File: src/rtl/kbd_event_ctrl.sv
// kbd_event_ctrl: pops the PS/2 receiver FIFO one byte at a time, decodes
// F0/E0 prefixes and modifier state, and queues 16-bit key events in a FWFT
// FIFO for the CPU.
// Optional feature macro: KBD_TYPEMATIC_EN. When defined, typematic repeats
// are queued with bit [10] set. When undefined, repeats are dropped silently.
module kbd_event_ctrl #(
  parameter int FIFO_DEPTH = 8,
  parameter int CNT_W      = 8
) (
  input  logic                        clk,
  input  logic                        rst,
  input  logic                        ps2_ready,
  input  logic [7:0]                  ps2_byte,
  input  logic                        ps2_overflow,
  output logic                        ps2_nextdata_n,
  input  logic                        evt_rd,
  output logic                        evt_valid,
  output logic [15:0]                 evt_data,
  output logic [$clog2(FIFO_DEPTH):0] evt_count,
  output logic [CNT_W-1:0]            drop_cnt,
  output logic                        ovf_seen,
  input  logic                        clr_status
);

  localparam int AW = $clog2(FIFO_DEPTH);
  localparam logic [AW:0] FULL_CNT = (AW+1)'(FIFO_DEPTH);

  typedef enum logic [1:0] {IDLE, POP, GAP} state_t;

  state_t     state;
  logic       brk, ext;
  logic       shift_l, shift_r, ctrl, caps;
  logic       lm_vld;
  logic [8:0] lm;

  logic [15:0] mem [FIFO_DEPTH];
  logic [AW-1:0] wr_ptr, rd_ptr;

  logic capture, is_code, make, is_rep, rep_bit, push, pop, full, wr_en, drop;
  logic shift_l_n, shift_r_n, ctrl_n, caps_n;
  logic [15:0] evt_word;

  assign capture = (state == IDLE) && ps2_ready;
  assign is_code = capture && (ps2_byte != 8'hF0) && (ps2_byte != 8'hE0);
  assign make    = !brk;
  assign is_rep  = make && lm_vld && (lm == {ext, ps2_byte});

  // Next modifier state; the event reports the state after this byte.
  always_comb begin
    shift_l_n = shift_l;
    shift_r_n = shift_r;
    ctrl_n    = ctrl;
    caps_n    = caps;
    if (is_code) begin
      if (!ext && ps2_byte == 8'h12) shift_l_n = make;
      if (!ext && ps2_byte == 8'h59) shift_r_n = make;
      if (ps2_byte == 8'h14)         ctrl_n    = make;
      if (!ext && ps2_byte == 8'h58 && make && !is_rep) caps_n = !caps;
    end
  end

`ifdef KBD_TYPEMATIC_EN
  assign rep_bit = is_rep;
  assign push    = is_code;
`else
  assign rep_bit = 1'b0;
  assign push    = is_code && !is_rep;
`endif

  assign evt_word = {make, ext, ctrl_n, shift_l_n | shift_r_n, caps_n, rep_bit,
                     2'b00, ps2_byte};

  assign evt_valid = (evt_count != '0);
  assign full      = (evt_count == FULL_CNT);
  assign pop       = evt_rd && evt_valid;
  assign wr_en     = push && (!full || pop);
  assign drop      = push && full && !pop;
  assign evt_data  = evt_valid ? mem[rd_ptr] : 16'h0000;

  // Pop handshake FSM plus prefix, modifier and repeat-tracking state.
  always_ff @(posedge clk) begin
    if (rst) begin
      state          <= IDLE;
      ps2_nextdata_n <= 1'b1;
      brk            <= 1'b0;
      ext            <= 1'b0;
      shift_l        <= 1'b0;
      shift_r        <= 1'b0;
      ctrl           <= 1'b0;
      caps           <= 1'b0;
      lm_vld         <= 1'b0;
      lm             <= '0;
    end else begin
      case (state)
        IDLE: if (ps2_ready) begin
          state          <= POP;
          ps2_nextdata_n <= 1'b0;
          if (ps2_byte == 8'hF0)      brk <= 1'b1;
          else if (ps2_byte == 8'hE0) ext <= 1'b1;
          else begin
            brk     <= 1'b0;
            ext     <= 1'b0;
            shift_l <= shift_l_n;
            shift_r <= shift_r_n;
            ctrl    <= ctrl_n;
            caps    <= caps_n;
            if (make && !is_rep) begin
              lm_vld <= 1'b1;
              lm     <= {ext, ps2_byte};
            end else if (!make && lm_vld && lm == {ext, ps2_byte}) begin
              lm_vld <= 1'b0;
            end
          end
        end
        POP: begin
          state          <= GAP;
          ps2_nextdata_n <= 1'b1;
        end
        default: state <= IDLE;
      endcase
    end
  end

  // Event FIFO storage; contents are don't-care until written.
  always_ff @(posedge clk) begin
    if (wr_en) mem[wr_ptr] <= evt_word;
  end

  // FIFO pointers and occupancy; pointers wrap naturally at power-of-two depth.
  always_ff @(posedge clk) begin
    if (rst) begin
      wr_ptr    <= '0;
      rd_ptr    <= '0;
      evt_count <= '0;
    end else begin
      if (wr_en) wr_ptr <= wr_ptr + 1'b1;
      if (pop)   rd_ptr <= rd_ptr + 1'b1;
      case ({wr_en, pop})
        2'b10:   evt_count <= evt_count + 1'b1;
        2'b01:   evt_count <= evt_count - 1'b1;
        default: evt_count <= evt_count;
      endcase
    end
  end

  // Status: clear first, then apply any same-cycle set or increment.
  always_ff @(posedge clk) begin
    if (rst) begin
      drop_cnt <= '0;
      ovf_seen <= 1'b0;
    end else begin
      ovf_seen <= (ovf_seen && !clr_status) || ps2_overflow;
      if (clr_status)                   drop_cnt <= drop ? CNT_W'(1) : '0;
      else if (drop && drop_cnt != '1)  drop_cnt <= drop_cnt + 1'b1;
    end
  end

endmodule

File: config.mk
export PLATFORM = sky130hd
export DESIGN_NAME = kbd_event_ctrl
export DESIGN_NICKNAME = d
export VERILOG_FILES = /design/src/rtl/kbd_event_ctrl.sv
export SDC_FILE = /design/constraint.sdc
export NUM_CORES = 1
export LEC_CHECK = 0
export BUFFER_PORTS_ARGS = -buffer_cell sky130_fd_sc_hd__buf_2
export CAP_MARGIN = 10
export CORE_MARGIN = 8
export CORE_UTILIZATION = 50
export DETAILED_ROUTE_END_ITERATION = 16
export PLACE_DENSITY = 0.68
export SETUP_SLACK_MARGIN = 0.02
export SYNTH_ARGS = -nofsm -noshare
export SYNTH_HDL_FRONTEND = slang
export SYNTH_SLANG_ARGS = --single-unit
File: constraint.sdc
create_clock -name clk -period 4.3 [get_ports clk]
set_input_delay 0.43 -clock clk [delete_from_list [all_inputs] [get_ports clk]]
set_output_delay 0.43 -clock clk [all_outputs]
set_load 0.05 [all_outputs]
==> flow_metrics.py, run 1 <==
metrics = {
    "run": {
        "cap_violations": 0,
    },
    "clock_tree": {
        "cts_setup_buffers": 0,
        "cts_resized": 0,
        "holdBufCountCts": 0,
        "cts_sinks": 145,
        "path_clk_slew_ps": 60,
        "cts_tree": "built",
        "cts_inserted_buffers": 17,
        "clockRootBuffer": "clkbuf_16",
        "cts_max_level": 4,
        "clk_path_buf_depth": 2,
        "insertion_delay_ps": 420,
    },
    "global_routing": {
        "track_usage_pct": 15.88,
        "grt_max_degree": 47,
        "grt_pass1_vias": 3715,
        "overflow": 0,
        "grt_pass1_wl_um": 19450,
        "antenna_found_initial": 0,
    },
    "die": {
        "chipHeight_um": 126.9,
        "ios": 45,
        "initial_utilization_pct": 51.18,
        "num_rows": 40,
        "die_w_um": 126.9,
        "core_area_sq_um": 12010,
        "dieArea_sq_um": 16100,
    },
    "routing": {
        "viasPerCell": 5.804,
        "drc": 0,
        "first_pass_iters": 6,
        "avgRoutedWirePerCell_um": 19.29,
        "routed_wl_um": 12190,
        "dr.first_iter.drc_count": 256,
        "ant_nets": 0,
        "vias": 3668,
    },
    "hold_path": {
        "hold_class": "in2reg",
    },
    "sta": {
        "rsz0062_at_grt": "false",
        "hold_violations": 0,
        "max_freq_mhz": 321.7,
        "final.setup.tns_ps": 0,
        "finalSetupViolations": 0,
        "worst_slew_pin_slew_ps": 951.1,
        "finClkSkew_ps": 10.39,
        "drv_slew": 0,
        "fin_crit_ps": 3108,
        "fin_crit_sh_pct": 72.28,
        "max-slew-margin-rel_pct": 36.59,
    },
    "pwr": {
        "power_frac_comb_pct": 25.4,
        "ir_drop_v": 0.0003111,
        "power.internal_uw": 2882,
        "p_clk_share_pct": 35.2,
        "p_leak_uw": 0.002492,
        "power_frac_seq_pct": 39.5,
        "p_sw_uw": 1358,
        "p_per_area_nw_per_um2": 592.8,
        "switching_share_pct": 32.02,
    },
    "worst_setup_path": {
        "cp-start-kind": "flip-flop",
        "path_delay_family": "simple AND/OR/NAND/NOR gates",
        "crit_arrival_ps": 3440,
        "crit_buf_inv": 0,
        "worstSetupPathType": "reg2reg",
        "cpMaxStageDelayCell": "or3b_1",
        "cp_cell_sequence": "or3b_1 > a41oi_4 > and2_1 > nand2_1 > ha_1 > xor2_1 > ha_1 > a21oi_1 > xor2_1 > or3_1 > a21oi_1",
        "cp-end-kind": "flip-flop",
        "critPathMaxStageDelay_ps": 530,
        "path_max_fanout": 9,
        "crit_required_ps": 4630,
    },
    "synth": {
        "ys_ff_latch": 145,
        "synth_fa_ha_area_share_pct": 1.221,
        "ys_async_sr_fraction_pct": 0,
        "synth_top_family_by_area": "multiplexers",
        "yosys.area_share.simple_pct": 11.76,
        "synth_area_per_cell_sq_um": 14.53,
        "ys_seq_area_share_pct": 64.16,
        "synth_edf_count": 104,
        "synth_compound_area_share_pct": 4.498,
        "synth_ff_type": "edfxtp_1",
        "syn_inst": 423,
        "yosys_warnings": 0,
        "synthMuxAreaShare_pct": 13.82,
        "synth-xor-area-share_pct": 2.280,
        "yosysUniqueCellTypes": 48,
        "netlist_area_sq_um": 6147,
    },
    "final_layout": {
        "fillers": 982,
        "layout_commonest_cell": "edfxtp_1",
        "drive_gt1_share_pct": 24.74,
        "mostFrequentLayoutCells": "edfxtp_1, buf_2, dfxtp_1, nor2_1, mux4_2",
        "fin_area_sq_um": 7151,
        "nNetsFinal": 493,
        "synthToLayoutAreaGrowth_pct": 16.32,
        "antenna_cells": 0,
    },
    "placed_design": {
        "hpwl_um": 7746,
        "placed_area_sq_um": 6551,
        "port_buffers": 41,
        "place_congestion": 0.7754,
    },
    "run_status": {
        "status": "finished, final reports clean",
    },
}
-- Yosys cell counts, types with 7 or more instances --
library cell  count  area share [%]
nand2b_1         17             1.7
nor3_1           12            0.98
inv_1             7            0.43
mux2i_1          23             3.7
a21oi_1          15             1.2
o21ai_0          12            0.98
nor2_1           36             2.2
edfxtp_1        104              51
nand2_1          15            0.92
mux4_2           26             9.5
clkbuf_1         15            0.92
nand3_1          11            0.90
xor2_1           10             1.4
dfxtp_1          41              13
-- final cells by class --
type	count	area, sq um	area share (%)
multi-input combinational	250	2108	29.48
timing repair buffer	52	287.8	4.024
tap	147	183.9	2.572
clock buffer	19	432.9	6.054
sequential	145	3945	55.17
clock inverter	12	166.4	2.327
inverter	7	26.28	0.3675
-- path summary, 6_finish.rpt --
check                                           start                   endpoint  slack (ps)  cells past startpoint
worst max-delay path            state[1]$_SDFFE_PP0P_  evt_count[2]$_SDFFE_PP0P_        1190                     11
worst min-delay path                     ps2_overflow        ovf_seen$_SDFF_PP0_         220                      3
worst min register to register  state[1]$_SDFFE_PP0P_      state[1]$_SDFFE_PP0P_         450                      1
worst max register to register  state[1]$_SDFFE_PP0P_  evt_count[2]$_SDFFE_PP0P_        1190                     11
-- worst min-delay path, stage by stage --
cell,delay (ps)
buf_2,80
a21oi_1,30
nor2_1,70
-- sequential cells by signal (all words and copies together) (netlist names), named ones only --
signal,count
shift_l,1
lm_vld,1
caps,1
mem,104
evt_count,4
ps2_nextdata_n,1
wr_ptr,3
shift_r,1
state,2
ovf_seen,1
lm,9
rd_ptr,3
ext,1
ctrl,1
brk,1
drop_cnt,8
-- power by group through the flow --
stage	combinational (uW)	sequential, uW	clock (uW)
finish	1070	1670	1490
global route	1150	1690	1560
CTS	1080	1680	1520
detailed placement	1080	1710	0
global placement	1060	1700	0
floorplan	847	1670	0
-- stage by stage --
stage / hold slack [ps] / setup WS [ps] / total power [uW] / utilization [%] / instances
2_1_floorplan: 414.2 / 1050 / 2519 / - / 425
3_3_place_gp: 426.5 / 1153 / 2769 / 54.54 / 601
3_5_place_dp: 446.5 / 1026 / 2791 / 54.54 / 601
4_1_cts: 205.7 / 1194 / 4282 / 59.53 / 632
5_1_grt: 226.7 / 965.5 / 4404 / 59.53 / 632
6_report: 220.9 / 1192 / 4239 / 59.53 / 632
-- logic make-up (layout without fill, tap and decap cells) --
family / Yosys count / in the layout
compound gates: 41 / 41
xor+xnor: 16 / 16
fa+ha+maj: 6 / 6
buf+inv: 30 / 90
flops: 145 / 145
mux: 52 / 52
other cells: 1 / 3
simple gates: 132 / 132
-- routing by layer --
metal / share of wire, % / routed length (um) / GRT usage (%)
met5: 0 / 0 / 0
met3: 5.3 / 652 / 4.064
met4: 1.8 / 214 / 7.348
met2: 49 / 6001 / 26.35
met1: 44 / 5322 / 19.07
(Power assumes the default switching activity.)
==> run 2: changes to the inputs <==
- PLACE_DENSITY: 0.68 -> 0.71
- clock period: 4.3 -> 2.7 ns (I/O delays scaled with it)
==> run 2 against run 1 <==
Compared with the run above: via count increased by 0.63%; core utilization rose by 0.83 points; hold slack worse by 150 ps; register-to-register slack worse by 1000 ps; sequential power is 56% higher; critical path depth unchanged; wire length grew 1.7%; critical endpoint unchanged; highest routed layer unchanged; first-iteration DRC count decreased by 30%; combinational power is 72% higher; worst setup slack worse by 1000 ps; maximum frequency rose by 24%; global-route usage barely moved.
==> flow_metrics.py, run 2 (synthesized netlist as in run 1, its figures left out) <==
metrics = {
    "pwr": {
        "p_clk_share_pct": 32.8,
        "power_frac_comb_pct": 27.8,
        "power_frac_seq_pct": 39.4,
        "power.internal_uw": 4460,
        "ir_drop_v": 0.0004548,
        "p_sw_uw": 2153,
        "p_leak_uw": 0.002568,
        "switching_share_pct": 32.55,
        "p_per_area_nw_per_um2": 912.0,
        "p_total_uw": 6613,
    },
    "final_layout": {
        "utilization_pct": 60.36,
        "largest_reg_flops": 104,
        "antenna_cells": 0,
        "fillers": 917,
        "top_regs": "mem: 104 flops, lm: 9 flops, drop_cnt: 8 flops",
        "synthToLayoutAreaGrowth_pct": 17.95,
        "drive_gt1_share_pct": 28.09,
        "layout_commonest_cell": "edfxtp_1",
        "mostFrequentLayoutCells": "edfxtp_1, buf_2, dfxtp_1, nor2_1, buf_4",
        "regArea_sq_um": 3949,
        "multi_input_area_sq_um": 2125,
        "top_register": "mem",
        "nNetsFinal": 510,
    },
    "routing": {
        "first_pass_iters": 4,
        "drc": 0,
        "dr.first_iter.drc_count": 178,
        "viasPerCell": 5.687,
        "routed_wl_um": 12400,
        "vias": 3691,
        "ant_nets": 0,
        "avgRoutedWirePerCell_um": 19.11,
    },
    "placed_design": {
        "hpwl_um": 8093,
        "place_congestion": 0.8107,
        "port_buffers": 41,
    },
    "clock_tree": {
        "cts_resized": 0,
        "insertion_delay_ps": 410,
        "clk_path_buf_depth": 2,
        "path_clk_slew_ps": 60,
        "cts_sinks": 145,
        "clockRootBuffer": "clkbuf_16",
        "holdBufCountCts": 0,
        "cts_setup_buffers": 0,
        "cts_max_level": 4,
        "cts_tree": "built",
        "cts_inserted_buffers": 17,
    },
    "worst_setup_path": {
        "cp-end-kind": "flip-flop",
        "crit_arrival_ps": 2840,
        "r2r_slack_ps": 200,
        "crit_required_ps": 3040,
        "worstReg2RegStart": "state[1]$_SDFFE_PP0P_",
        "path_max_fanout": 5,
        "cpMaxStageDelayCell": "or3b_4",
        "reg2regPathDepth": 11,
        "cp_cell_sequence": "or3b_4 > a41oi_4 > and2_4 > nand2_1 > ha_2 > xor2_1 > ha_1 > a21oi_1 > xor2_1 > or3_1 > a21oi_1",
        "critPathMaxStageDelay_ps": 430,
        "cp-start-kind": "flip-flop",
        "regToRegEndpoint": "evt_count[2]$_SDFFE_PP0P_",
        "worstSetupPathType": "reg2reg",
    },
    "sta": {
        "max-slew-margin-rel_pct": 58.62,
        "finClkSkew_ps": 7.029,
        "fin_crit_sh_pct": 92.74,
        "fin_crit_ps": 2504,
        "max_freq_mhz": 399.3,
        "finalSetupViolations": 0,
        "drv_slew": 0,
        "hold_violations": 0,
        "worst_slew_pin_slew_ps": 619.9,
        "rsz0062_at_grt": "false",
    },
    "die": {
        "ios": 45,
        "dieArea_sq_um": 16100,
        "die_w_um": 126.9,
        "initial_utilization_pct": 51.18,
        "chipHeight_um": 126.9,
        "core_area_sq_um": 12010,
        "num_rows": 40,
    },
    "hold_path": {
        "hp-start": "ps2_overflow",
        "hold_class": "in2reg",
        "min_path_cells": 3,
        "whs_endpoint": "ovf_seen$_SDFF_PP0_",
    },
    "global_routing": {
        "track_usage_pct": 15.83,
        "overflow": 0,
        "grt_pass1_vias": 3681,
        "antenna_found_initial": 0,
        "grt_pass1_wl_um": 19490,
        "grt_max_degree": 32,
    },
    "run": {
        "cap_violations": 0,
    },
    "run_status": {
        "status": "finished, final reports clean",
    },
}
-- run 2: cell types whose count changed in the layout (fill, tap and decap cells not counted), moves of 2 or more --
cell | before | now
clkinvlp_4 | 4 | 2
buf_4 | 11 | 28
clkinv_4 | 0 | 2
clkinv_2 | 1 | 3
bufinv_16 | 4 | 2
-- run 2: critical path, delay by kind of cell (launching register included) --
family	cells	cell delay, ps
AOI/OAI and AO/OA	3	470
adders and majority gates	2	400
DFF	1	320
and+or+nand+nor	4	1020
xor gates and xnor gates	2	240
-- run 2: final cells by class --
cell class | count | share of cell area [%]
sequential | 145 | 54.46
tap | 147 | 2.537
clock inverter | 12 | 1.639
timing repair buffer | 69 | 5.729
multi-input combinational | 250 | 29.30
clock buffer | 19 | 5.971
inverter | 7 | 0.3624
-- run 2: metal layers --
metal  routed length [um]  GRT usage, %  up-vias
met2                 6367         27.38       94
met5                    0             0        -
met3                  584         2.807       12
met4                  158         6.928        0
met1                 5294         19.00     1843
li1                     -             -     1742
-- run 2: metrics by stage --
stage               std cells  hold slack, ps  worst slack (ps)  setup TNS (ps)  instance area [sq um]
global route              649           69.58             43.46               0                   7251
CTS                       649           63.72             93.06               0                   7243
finish                    649           73.61             195.9               0                   7251
global placement          618           419.9             132.9               0                   6691
floorplan                 425           368.9            -111.1           -4332                   6176
detailed placement        618           430.7             74.64               0                   6691
-- run 2: how the worst max path moves through the flow --
stage,startpoint,end,slack (ps),cells after the start
global route,state[1]$_SDFFE_PP0P_,evt_count[2]$_SDFFE_PP0P_,40,11
floorplan,state[1]$_SDFFE_PP0P_,mem[1][0]$_DFFE_PP_,-110,6
detailed placement,ps2_ready,evt_count[2]$_SDFFE_PP0P_,70,12
finish,state[1]$_SDFFE_PP0P_,evt_count[2]$_SDFFE_PP0P_,200,11
global placement,ps2_ready,evt_count[2]$_SDFFE_PP0P_,130,12
CTS,state[1]$_SDFFE_PP0P_,evt_count[2]$_SDFFE_PP0P_,90,11
-- run 2: power groups by stage --
| stage | logic (uW) | registers, uW | clock network [uW] |
|---|---|---|---|
| after floorplan | 1360 | 2670 | 0 |
| after global placement | 1840 | 2640 | 0 |
| after detailed placement | 1860 | 2650 | 0 |
| after CTS | 1870 | 2600 | 2210 |
| after global routing | 1970 | 2620 | 2310 |
| final | 1840 | 2600 | 2170 |
==> run 3: changes to the inputs <==
==> constraint.sdc (replaced) <==
create_clock -name clk -period 2.7 [get_ports clk]
set_input_delay 0.135 -clock clk [delete_from_list [all_inputs] [get_ports clk]]
set_output_delay 0.135 -clock clk [all_outputs]
set_load 0.05 [all_outputs]
==> run 3 against run 2 <==
Compared with the run above: critical path depth is the same; core utilization rose by 0.34 points; clock power is 6% higher; critical endpoint unchanged; design area grew 0.57%; clock-buffer cell count is 1 lower; register-to-register slack got worse by 30 ps; die area unchanged; flip-flop and latch count did not move; via count rose by 0.92%; critical path type unchanged; global-route usage up 0.83 points; wire length increased by 1.9%; sequential power barely moved.
==> flow_metrics.py, run 3 (synthesized netlist as in run 1, its figures left out) <==
metrics = {
    "sta": {
        "finClkSkew_ps": 7.988,
        "max_freq_mhz": 395.3,
        "rsz0062_at_grt": "false",
        "fin_crit_ps": 2530,
        "finalSetupViolations": 0,
        "drv_slew": 0,
        "hold_violations": 0,
        "fin_crit_sh_pct": 93.69,
    },
    "die": {
        "die_w_um": 126.9,
        "ios": 45,
        "dieArea_sq_um": 16100,
        "core_area_sq_um": 12010,
        "num_rows": 40,
        "initial_utilization_pct": 51.18,
        "chipHeight_um": 126.9,
    },
    "placed_design": {
        "port_buffers": 41,
        "place_congestion": 0.8183,
        "place_inst": 615,
        "hpwl_um": 8038,
        "placed_area_sq_um": 6681,
    },
    "clock_tree": {
        "clk_path_buf_depth": 2,
        "cts_sinks": 145,
        "insertion_delay_ps": 410,
        "clockRootBuffer": "clkbuf_16",
        "cts_tree": "built",
        "path_clk_slew_ps": 60,
        "cts_inserted_buffers": 17,
        "cts_max_level": 4,
    },
    "routing": {
        "first_pass_iters": 4,
        "viasPerCell": 5.757,
        "ant_nets": 0,
        "vias": 3725,
        "dr.first_iter.drc_count": 271,
        "routed_wl_um": 12650,
        "avgRoutedWirePerCell_um": 19.54,
        "drc": 0,
    },
    "pwr": {
        "p_leak_uw": 0.002573,
        "ir_drop_v": 0.0004215,
        "p_per_area_nw_per_um2": 928.2,
    },
    "hold_path": {
        "hold_class": "in2reg",
        "whs_endpoint": "ps2_nextdata_n$_SDFFE_PP1P_",
        "min_path_cells": 3,
        "hp-start": "ps2_ready",
    },
    "global_routing": {
        "overflow": 0,
        "track_usage_pct": 16.67,
        "grt_pass1_wl_um": 20630,
        "grt_max_degree": 28,
        "grt_pass1_vias": 3900,
        "antenna_found_initial": 0,
    },
    "worst_setup_path": {
        "critical_path.startpoint": "state[1]$_SDFFE_PP0P_",
        "critPathMaxStageDelay_ps": 420,
        "cp-start-kind": "flip-flop",
        "regToRegEndpoint": "evt_count[2]$_SDFFE_PP0P_",
        "crit_arrival_ps": 2860,
        "cp-end-kind": "flip-flop",
        "path_max_fanout": 5,
        "reg2regPathDepth": 11,
        "crit_required_ps": 3030,
        "cp_cell_sequence": "or3b_4 > a41oi_4 > and2_4 > nand2_1 > ha_2 > xor2_1 > ha_1 > a21oi_1 > xor2_1 > or3_1 > a21oi_1",
        "cpMaxStageDelayCell": "or3b_4",
        "worstReg2RegStart": "state[1]$_SDFFE_PP0P_",
        "r2r_slack_ps": 170,
        "worstSetupPathType": "reg2reg",
    },
    "final_layout": {
        "mostFrequentLayoutCells": "edfxtp_1, buf_2, dfxtp_1, nor2_1, mux4_2",
        "layout_commonest_cell": "edfxtp_1",
        "nNetsFinal": 508,
        "fillers": 927,
        "synthToLayoutAreaGrowth_pct": 18.62,
        "fin_area_sq_um": 7292,
        "top_register": "mem",
        "largest_reg_flops": 104,
        "drive_gt1_share_pct": 28.40,
        "top_regs": "mem: 104 flops, lm: 9 flops, drop_cnt: 8 flops",
        "stdcell_count": 647,
        "antenna_cells": 0,
    },
    "run": {
        "cap_violations": 0,
    },
    "run_status": {
        "status": "finished, final reports clean",
    },
}
==> run 3: cell types whose count changed in the layout (fill, tap and decap cells not counted), moves of 2 or more <==
| cell | delta |
|---|---|
| buf_4 | -4 |
| clkinv_2 | -2 |
| clkinv_1 | -2 |
| inv_6 | +2 |
==> run 3: critical path, delay by kind of cell (launching register included) <==
kind            cells  cell delay (ps)
fa+ha+maj           2              410
compound gates      3              460
xor+xnor            2              250
flops               1              320
simple gates        4             1000
==> run 3: worst max path at each step <==
stage / endpoint / cells after the start
floorplan: mem[1][0]$_DFFE_PP_ / 6
finish: evt_count[2]$_SDFFE_PP0P_ / 11
detailed placement: evt_count[2]$_SDFFE_PP0P_ / 11
global placement: evt_count[2]$_SDFFE_PP0P_ / 11
global route: evt_count[2]$_SDFFE_PP0P_ / 11
CTS: evt_count[2]$_SDFFE_PP0P_ / 11
==> run 3: timing repair <==
item	in CTS	in global routing
setup endpoints to repair	0	1
buffers inserted	0	0
hold buffers	1	0
gates resized for setup	0	3
endpoints found under the hold margin	1	0
==> run 3: layout make-up <==
| cell class | count | area, sq um | share of cell area [%] |
|---|---|---|---|
| clock buffer | 18 | 429.2 | 5.885 |
| clock inverter | 13 | 161.4 | 2.213 |
| inverter | 7 | 26.28 | 0.3603 |
| multi-input combinational | 250 | 2130 | 29.20 |
| sequential | 145 | 3946 | 54.12 |
| tap | 147 | 183.9 | 2.522 |
| timing repair buffer | 67 | 415.4 | 5.697 |
==> run 3: per-layer routing <==
metal	vias to the layer above	wire (um)	track usage, %
li1	1743	-	-
met1	1857	5314	19.43
met2	111	6542	28.60
met3	14	634	4.776
met4	0	155	6.228
met5	-	0	0
==> run 3: power breakdown <==
group          switching [uW]  total, uW  internal, uW  leakage [uW]
combinational            1250       1890           646       0.00100
clock                     860       2310          1450      0.000276
sequential               84.0       2570          2480       0.00129
total                    2190       6770          4580       0.00257
==> run 3: through the flow <==
stage	hold WS (ps)	util [%]	total power (uW)	setup TNS (ps)	worst slack (ps)
finish	38.92	60.71	6768	0	170.5
global route	64.19	60.71	7054	0	42.18
CTS	23.74	60.62	6846	0	77.13
detailed placement	355.3	55.63	4519	0	94.23
global placement	342.5	55.63	4490	0	155.5
floorplan	233.9	-	4025	-4332	-111.1
